===== config.mk =====
export PLATFORM = sky130hd
export DESIGN_NAME = id_ex_stage
export DESIGN_NICKNAME = d
export VERILOG_FILES = /design/src/rtl/id_ex_stage.sv
export SDC_FILE = /design/constraint.sdc
export NUM_CORES = 1
export LEC_CHECK = 0
export CAP_MARGIN = 40
export CORE_MARGIN = 10
export CORE_UTILIZATION = 43
export CTS_BUF_LIST = sky130_fd_sc_hd__clkbuf_4
export DETAILED_ROUTE_END_ITERATION = 10
export PLACE_DENSITY = 0.82
export SLEW_MARGIN = 20
export SYNTH_ARGS = -nofsm -noshare
export SYNTH_HDL_FRONTEND = slang
export SYNTH_SLANG_ARGS = --single-unit
export TNS_END_PERCENT = 20

===== constraint.sdc =====
create_clock -name clk -period 2.55 [get_ports clk]
set_input_delay 0.3825 -clock clk [delete_from_list [all_inputs] [get_ports clk]]
set_output_delay 0.3825 -clock clk [all_outputs]
set_load 0.02 [all_outputs]

===== src/rtl/id_ex_stage.sv =====
// RV32I decode / ID-EX pipeline register with valid-ready handshake on both sides.
// Optional write-back forwarding into the operand muxes is enabled by defining FWD_EN.
module id_ex_stage #(
  parameter logic [31:0] RESET_INSTR = 32'h00000013
) (
  input  logic        clk,
  input  logic        rst,
  input  logic        in_valid,
  output logic        in_ready,
  input  logic [31:0] instr,
  input  logic [31:0] pc,
  input  logic [31:0] rs1_data,
  input  logic [31:0] rs2_data,
  input  logic        flush,
`ifdef FWD_EN
  input  logic        wb_we,
  input  logic [4:0]  wb_rd,
  input  logic [31:0] wb_data,
`endif
  output logic        out_valid,
  input  logic        out_ready,
  output logic [6:0]  opcode_reg,
  output logic [2:0]  funct3_reg,
  output logic [6:0]  funct7_reg,
  output logic [31:0] srcA,
  output logic [31:0] srcB,
  output logic [31:0] imm,
  output logic [4:0]  rd,
  output logic [31:0] pc_out,
  output logic        illegal
);

  localparam logic [6:0] OPC_OP     = 7'b0110011;
  localparam logic [6:0] OPC_OPIMM  = 7'b0010011;
  localparam logic [6:0] OPC_LOAD   = 7'b0000011;
  localparam logic [6:0] OPC_STORE  = 7'b0100011;
  localparam logic [6:0] OPC_BRANCH = 7'b1100011;
  localparam logic [6:0] OPC_LUI    = 7'b0110111;
  localparam logic [6:0] OPC_AUIPC  = 7'b0010111;
  localparam logic [6:0] OPC_JAL    = 7'b1101111;
  localparam logic [6:0] OPC_JALR   = 7'b1100111;

  // Control-field decode of the idle instruction, shown after reset, flush and illegal opcodes
  localparam logic [6:0] RST_OP = RESET_INSTR[6:0];
  localparam logic [2:0] RST_F3 = (RST_OP == OPC_LUI || RST_OP == OPC_AUIPC || RST_OP == OPC_JAL)
                                  ? 3'd0 : RESET_INSTR[14:12];
  localparam logic [6:0] RST_F7 = (RST_OP == OPC_OP ||
                                   (RST_OP == OPC_OPIMM &&
                                    (RESET_INSTR[14:12] == 3'b001 || RESET_INSTR[14:12] == 3'b101)))
                                  ? RESET_INSTR[31:25] : 7'd0;

  logic        r_valid;
  logic [6:0]  r_opcode;
  logic [2:0]  r_funct3;
  logic [6:0]  r_funct7;
  logic [31:0] r_srca;
  logic [31:0] r_srcb;
  logic [31:0] r_imm;
  logic [4:0]  r_rd;
  logic [31:0] r_pc;
  logic        r_illegal;

  logic        w_accept;
  logic [6:0]  w_op;
  logic [2:0]  w_f3;
  logic [31:0] w_rs1;
  logic [31:0] w_rs2;
  logic [31:0] w_imm_raw;
  logic        w_legal;
  logic [6:0]  w_opcode;
  logic [2:0]  w_funct3;
  logic [6:0]  w_funct7;
  logic [31:0] w_srca;
  logic [31:0] w_srcb;
  logic [31:0] w_imm;
  logic [4:0]  w_rd;

  assign w_op     = instr[6:0];
  assign w_f3     = instr[14:12];
  assign in_ready = !rst && (!r_valid || out_ready);
  assign w_accept = in_valid && in_ready;

`ifdef FWD_EN
  // A result being written back this cycle overrides the stale register-file read
  assign w_rs1 = (wb_we && wb_rd != 5'd0 && wb_rd == instr[19:15]) ? wb_data : rs1_data;
  assign w_rs2 = (wb_we && wb_rd != 5'd0 && wb_rd == instr[24:20]) ? wb_data : rs2_data;
`else
  assign w_rs1 = rs1_data;
  assign w_rs2 = rs2_data;
`endif

  // Immediate extraction per instruction format
  always_comb begin
    w_imm_raw = 32'd0;
    w_legal   = 1'b1;
    unique case (w_op)
      OPC_OP:                         w_imm_raw = 32'd0;
      OPC_OPIMM, OPC_LOAD, OPC_JALR:  w_imm_raw = {{20{instr[31]}}, instr[31:20]};
      OPC_STORE:                      w_imm_raw = {{20{instr[31]}}, instr[31:25], instr[11:7]};
      OPC_BRANCH:                     w_imm_raw = {{19{instr[31]}}, instr[31], instr[7],
                                                   instr[30:25], instr[11:8], 1'b0};
      OPC_LUI, OPC_AUIPC:             w_imm_raw = {instr[31:12], 12'd0};
      OPC_JAL:                        w_imm_raw = {{11{instr[31]}}, instr[31], instr[19:12],
                                                   instr[20], instr[30:21], 1'b0};
      default:                        w_legal   = 1'b0;
    endcase
  end

  // Operand selection and control-field decode
  always_comb begin
    w_opcode = w_op;
    w_funct3 = w_f3;
    w_funct7 = 7'd0;
    w_srca   = w_rs1;
    w_srcb   = w_rs2;
    w_imm    = w_imm_raw;
    w_rd     = instr[11:7];
    case (w_op)
      OPC_OP:    w_funct7 = instr[31:25];
      OPC_OPIMM: begin
        w_srcb = w_imm_raw;
        if (w_f3 == 3'b001 || w_f3 == 3'b101) w_funct7 = instr[31:25];
      end
      OPC_LOAD:  w_srcb = w_imm_raw;
      OPC_STORE: begin
        w_srcb = w_imm_raw;
        w_rd   = 5'd0;
      end
      OPC_BRANCH: w_rd = 5'd0;
      OPC_LUI: begin
        w_srca   = 32'd0;
        w_srcb   = w_imm_raw;
        w_funct3 = 3'd0;
      end
      OPC_AUIPC: begin
        w_srca   = pc;
        w_srcb   = w_imm_raw;
        w_funct3 = 3'd0;
      end
      OPC_JAL: begin
        w_srca   = pc;
        w_srcb   = 32'd4;
        w_funct3 = 3'd0;
      end
      OPC_JALR: begin
        w_srca = pc;
        w_srcb = 32'd4;
      end
      default: begin
        w_opcode = RST_OP;
        w_funct3 = RST_F3;
        w_srca   = 32'd0;
        w_srcb   = 32'd0;
        w_imm    = 32'd0;
        w_rd     = 5'd0;
      end
    endcase
  end

  // Pipeline register: flush behaves like reset and wins over a same-cycle accept
  always_ff @(posedge clk) begin
    if (rst || flush) begin
      r_valid   <= 1'b0;
      r_opcode  <= RST_OP;
      r_funct3  <= RST_F3;
      r_funct7  <= RST_F7;
      r_srca    <= 32'd0;
      r_srcb    <= 32'd0;
      r_imm     <= 32'd0;
      r_rd      <= 5'd0;
      r_pc      <= 32'd0;
      r_illegal <= 1'b0;
    end else if (w_accept) begin
      r_valid   <= 1'b1;
      r_opcode  <= w_opcode;
      r_funct3  <= w_funct3;
      r_funct7  <= w_legal ? w_funct7 : RST_F7;
      r_srca    <= w_srca;
      r_srcb    <= w_srcb;
      r_imm     <= w_imm;
      r_rd      <= w_rd;
      r_pc      <= pc;
      r_illegal <= !w_legal;
    end else if (out_ready) begin
      r_valid   <= 1'b0;
    end
  end

  assign out_valid  = r_valid;
  assign opcode_reg = r_opcode;
  assign funct3_reg = r_funct3;
  assign funct7_reg = r_funct7;
  assign srcA       = r_srca;
  assign srcB       = r_srcb;
  assign imm        = r_imm;
  assign rd         = r_rd;
  assign pc_out     = r_pc;
  assign illegal    = r_illegal;

endmodule

==> results_dict.tcl <==
set metrics [dict create \
    run_status "finished, final reports clean" \
    netlist_instances 716 \
    net-switching-power_mw 1.200 \
    preCtsSetupSlack_ns 0.1256 \
    ir_drop_uv 288.1 \
    data_required_time_at_the_worst_endpoint_ns 2.17 \
    hold_path.class "input pin to register" \
    placement_rows 43 \
    synthMostInstantiatedCell "sky130_fd_sc_hd__dfxtp_1" \
    postRouteWirelength_mm 24.39 \
    clock_sinks 152 \
    crit_arrival_ns 1.82 \
    worst-setup-path-type "register to primary output" \
    die_width_um 139.7 \
    antenna_found_initial 0 \
    finalWorstSetupSlack_ns 0.3524 \
    cpMaxStageDelayCell "sky130_fd_sc_hd__clkdlybuf4s50_1" \
    first_global_vias 6621 \
    cts.htree.levels 4 \
    cts_hold_buf 0 \
    worstPathBufferInverterCount 1 \
    remaining_drc_errors 0 \
    power_density_nw_per_um2 480.5 \
    synth_flop_cell "sky130_fd_sc_hd__dfxtp_1" \
    cap_viol_max_count 0 \
    gr-usage-all-layers 0.2370 \
    setup.worst_path.start "out_valid" \
    post_cts_resized 0 \
    cells_traversed_along_the_worst_timing_path "nor2b_4, nor2_1, clkdlybuf4s50_1" \
    area_growth_syn_to_layout_pct 56.48 \
    syn_avg_cell_area_sq_um 8.605 \
    finClkSkew_ns 0.01058 \
    finalMaxSlewViolations 0 \
    power.sequential.fraction 0.522 \
    rr_startpoint "out_valid" \
    seq_area_sq_um 3043 \
    start_util 0.4421 \
    setup_viol_count_final 0 \
    critical_path.top_delay_family "buffers and inverters" \
    numCtsBuffers 17 \
    crit_end_category "primary output" \
    fillers 1143 \
    final_min_period_over_clock_period 0.8618 \
    cts_buffer_depth 2 \
    timing.setup.tns_ns 0 \
    synth_warnings 0 \
    post_cts_setup_buffer_count 0 \
    number_of_synthesized_flops_with_an_enable_pin 0 \
    seq_total_area_yosys 0.4939 \
    core_area_sq_um 13930 \
    dp_hpwl_mm 18.40 \
    root_buffer "sky130_fd_sc_hd__clkbuf_4" \
    synth_fp_nets 849 \
    gr-total-overflow 0 \
    yosys_register_bits 152 \
    wl_per_cell_um 20.51 \
    antenna_left 0 \
    rsz0062_at_grt "no" \
    timing.critical_path.fanout_max 5 \
    cell_internal_pwr_mw 3.432 \
    final_layout_size_suffix_gt1_frac 0.08722 \
    first_pass_grt_wire_length_mm 37.62 \
    p_clk_frac 0.338 \
    relSlewSlack 0.6517 \
    final-hold-violation-count 0 \
    first_iter_violations 454 \
    synth.top_cells.by_count "sky130_fd_sc_hd__dfxtp_1 (152), sky130_fd_sc_hd__nand2_1 (122), sky130_fd_sc_hd__o21ai_0 (78), sky130_fd_sc_hd__a21oi_1 (74), sky130_fd_sc_hd__nor2_1 (52)" \
    yosysTopAreaCell "sky130_fd_sc_hd__dfxtp_1" \
    cp-start-kind "register" \
    hold_slack_ns 0.3855 \
    netlist-cell-type-count 54 \
    power_leakage_nw 3.401 \
    async_reset_ff_frac 0 \
    clock_tree_from_tritoncts "built" \
    grt_max_degree 57 \
    multi_input_area_sq_um 2831 \
    power_frac_comb 0.141 \
    via_per_inst 5.627 \
    number_of_antenna_cells_inserted 0 \
    area_share_of_the_largest_cell_type_after_synthesis 0.4939 \
    max_fclk_mhz 455.0 \
    source_to_sink_clock_delay_at_the_later_pin_of_the_worst_skew_pair_ns 0.56 \
    port_buffers 285 \
    netlist_area_sq_um 6161 \
    number_of_optimization_iterations_in_the_first_detailed_route_pass 5 \
    detailroute.via_count 6691 \
    timing_worst_slew_pin_value_ns 0.5184 \
    hold_start "pc[17]" \
    fin_crit_ns 2.198 \
    critPathMaxStageDelay_ns 0.64 \
    power.switching_fraction 0.2590 \
    gpl.final_weighted_congestion 0.9320 \
    die_height_um 139.7 \
    ys_top_cells_by_area "sky130_fd_sc_hd__dfxtp_1 (49%), sky130_fd_sc_hd__nand2_1 (7.4%), sky130_fd_sc_hd__a221oi_1 (6.5%), sky130_fd_sc_hd__o21ai_0 (6.3%), sky130_fd_sc_hd__a21oi_1 (6.0%)" \
    cts.clk_slew.worst_paths_ns 0.13 \
    die_area_sq_um 19520 \
    layout.nets 1129 \
    count_of_boundary_i_o_pins 286 \
]
==> area by class of cell <==
cell class | instances | share of cell area
clock buffers | 19 | 0.01480
clock inverters | 13 | 0.01609
inverters | 2 | 0.0007787
multi-input cells | 497 | 0.2937
flip-flops and latches | 152 | 0.3156
well taps | 180 | 0.02336
repair buffers | 326 | 0.3356
==> worst register-to-register path, delay by kind of cell, from the launching register on <==
family          cells  cell delay, ns
compound gates      1            0.20
flops               1            0.36
simple gates        3            1.29
==> layout by cell type (no fill, tap or decap), types with 2 or more instances in the layout <==
cell and count:
sky130_fd_sc_hd__a22oi_1 18, sky130_fd_sc_hd__nor3_1 5, sky130_fd_sc_hd__a21oi_1 74, sky130_fd_sc_hd__nor2_2 2, sky130_fd_sc_hd__or3_1 3, sky130_fd_sc_hd__or2_2 2, sky130_fd_sc_hd__clkinv_4 2, sky130_fd_sc_hd__nand2_1 122
sky130_fd_sc_hd__clkinv_2 2, sky130_fd_sc_hd__clkdlybuf4s50_1 285, sky130_fd_sc_hd__bufinv_16 3, sky130_fd_sc_hd__nand3_1 3, sky130_fd_sc_hd__a221oi_1 46, sky130_fd_sc_hd__a211oi_1 2, sky130_fd_sc_hd__a22o_1 16, sky130_fd_sc_hd__nor2b_1 10
sky130_fd_sc_hd__and3_1 9, sky130_fd_sc_hd__clkbuf_4 19, sky130_fd_sc_hd__o21ai_0 78, sky130_fd_sc_hd__nand2b_1 3, sky130_fd_sc_hd__clkinvlp_4 4, sky130_fd_sc_hd__nor4_1 2, sky130_fd_sc_hd__o22a_1 6, sky130_fd_sc_hd__clkinv_1 3
sky130_fd_sc_hd__nor2_1 50, sky130_fd_sc_hd__buf_4 35, sky130_fd_sc_hd__o22ai_1 14, sky130_fd_sc_hd__dfxtp_1 152, sky130_fd_sc_hd__buf_12 6, sky130_fd_sc_hd__nor2_4 2, sky130_fd_sc_hd__and2_1 3
==> per-layer routing <==
metal  vias up  share of wire  global-route usage
li1       3150              -                   -
met1      3136           0.40              0.2761
met2       357           0.47              0.3853
met3        48           0.11             0.08983
met4         0          0.028             0.09076
met5         -              0                   0
==> worst paths after layout <==
check	end	slack, ns	cells after the start
max	in_ready	0.35	3
min	pc_out[17]	0.39	3
max reg2reg	funct7_reg[1]	0.65	4
min reg2reg	opcode_reg[3]	0.46	2
==> cells by family after synthesis <==
group	count (synthesis)	share of synthesized area
buffers and inverters	67	0.05036
AOI/OAI and AO/OA	268	0.2849
and+or+nand+nor	226	0.1659
xor gates and xnor gates	1	0.001422
muxes	2	0.003452
DFF	152	0.4939
==> power groups by stage <==
stage / sequential, mW / combinational (mW) / clock (mW)
finish: 2.42 / 0.651 / 1.56
global route: 2.42 / 0.695 / 1.69
CTS: 2.42 / 0.650 / 1.60
detailed placement: 2.47 / 0.648 / 0
global placement: 2.47 / 0.645 / 0
floorplan: 2.51 / 0.217 / 0
==> stage by stage <==
step | instances | utilization | power, mW | area [sq um]
after floorplan | 716 | - | 2.722 | 6161
after global placement | 1157 | 0.6705 | 3.114 | 9343
after detailed placement | 1157 | 0.6705 | 3.118 | 9343
after CTS | 1189 | 0.6918 | 4.666 | 9641
after global routing | 1189 | 0.6918 | 4.808 | 9641
final | 1189 | 0.6918 | 4.632 | 9641
No activity file was read; power rests on OpenSTA's default activity.
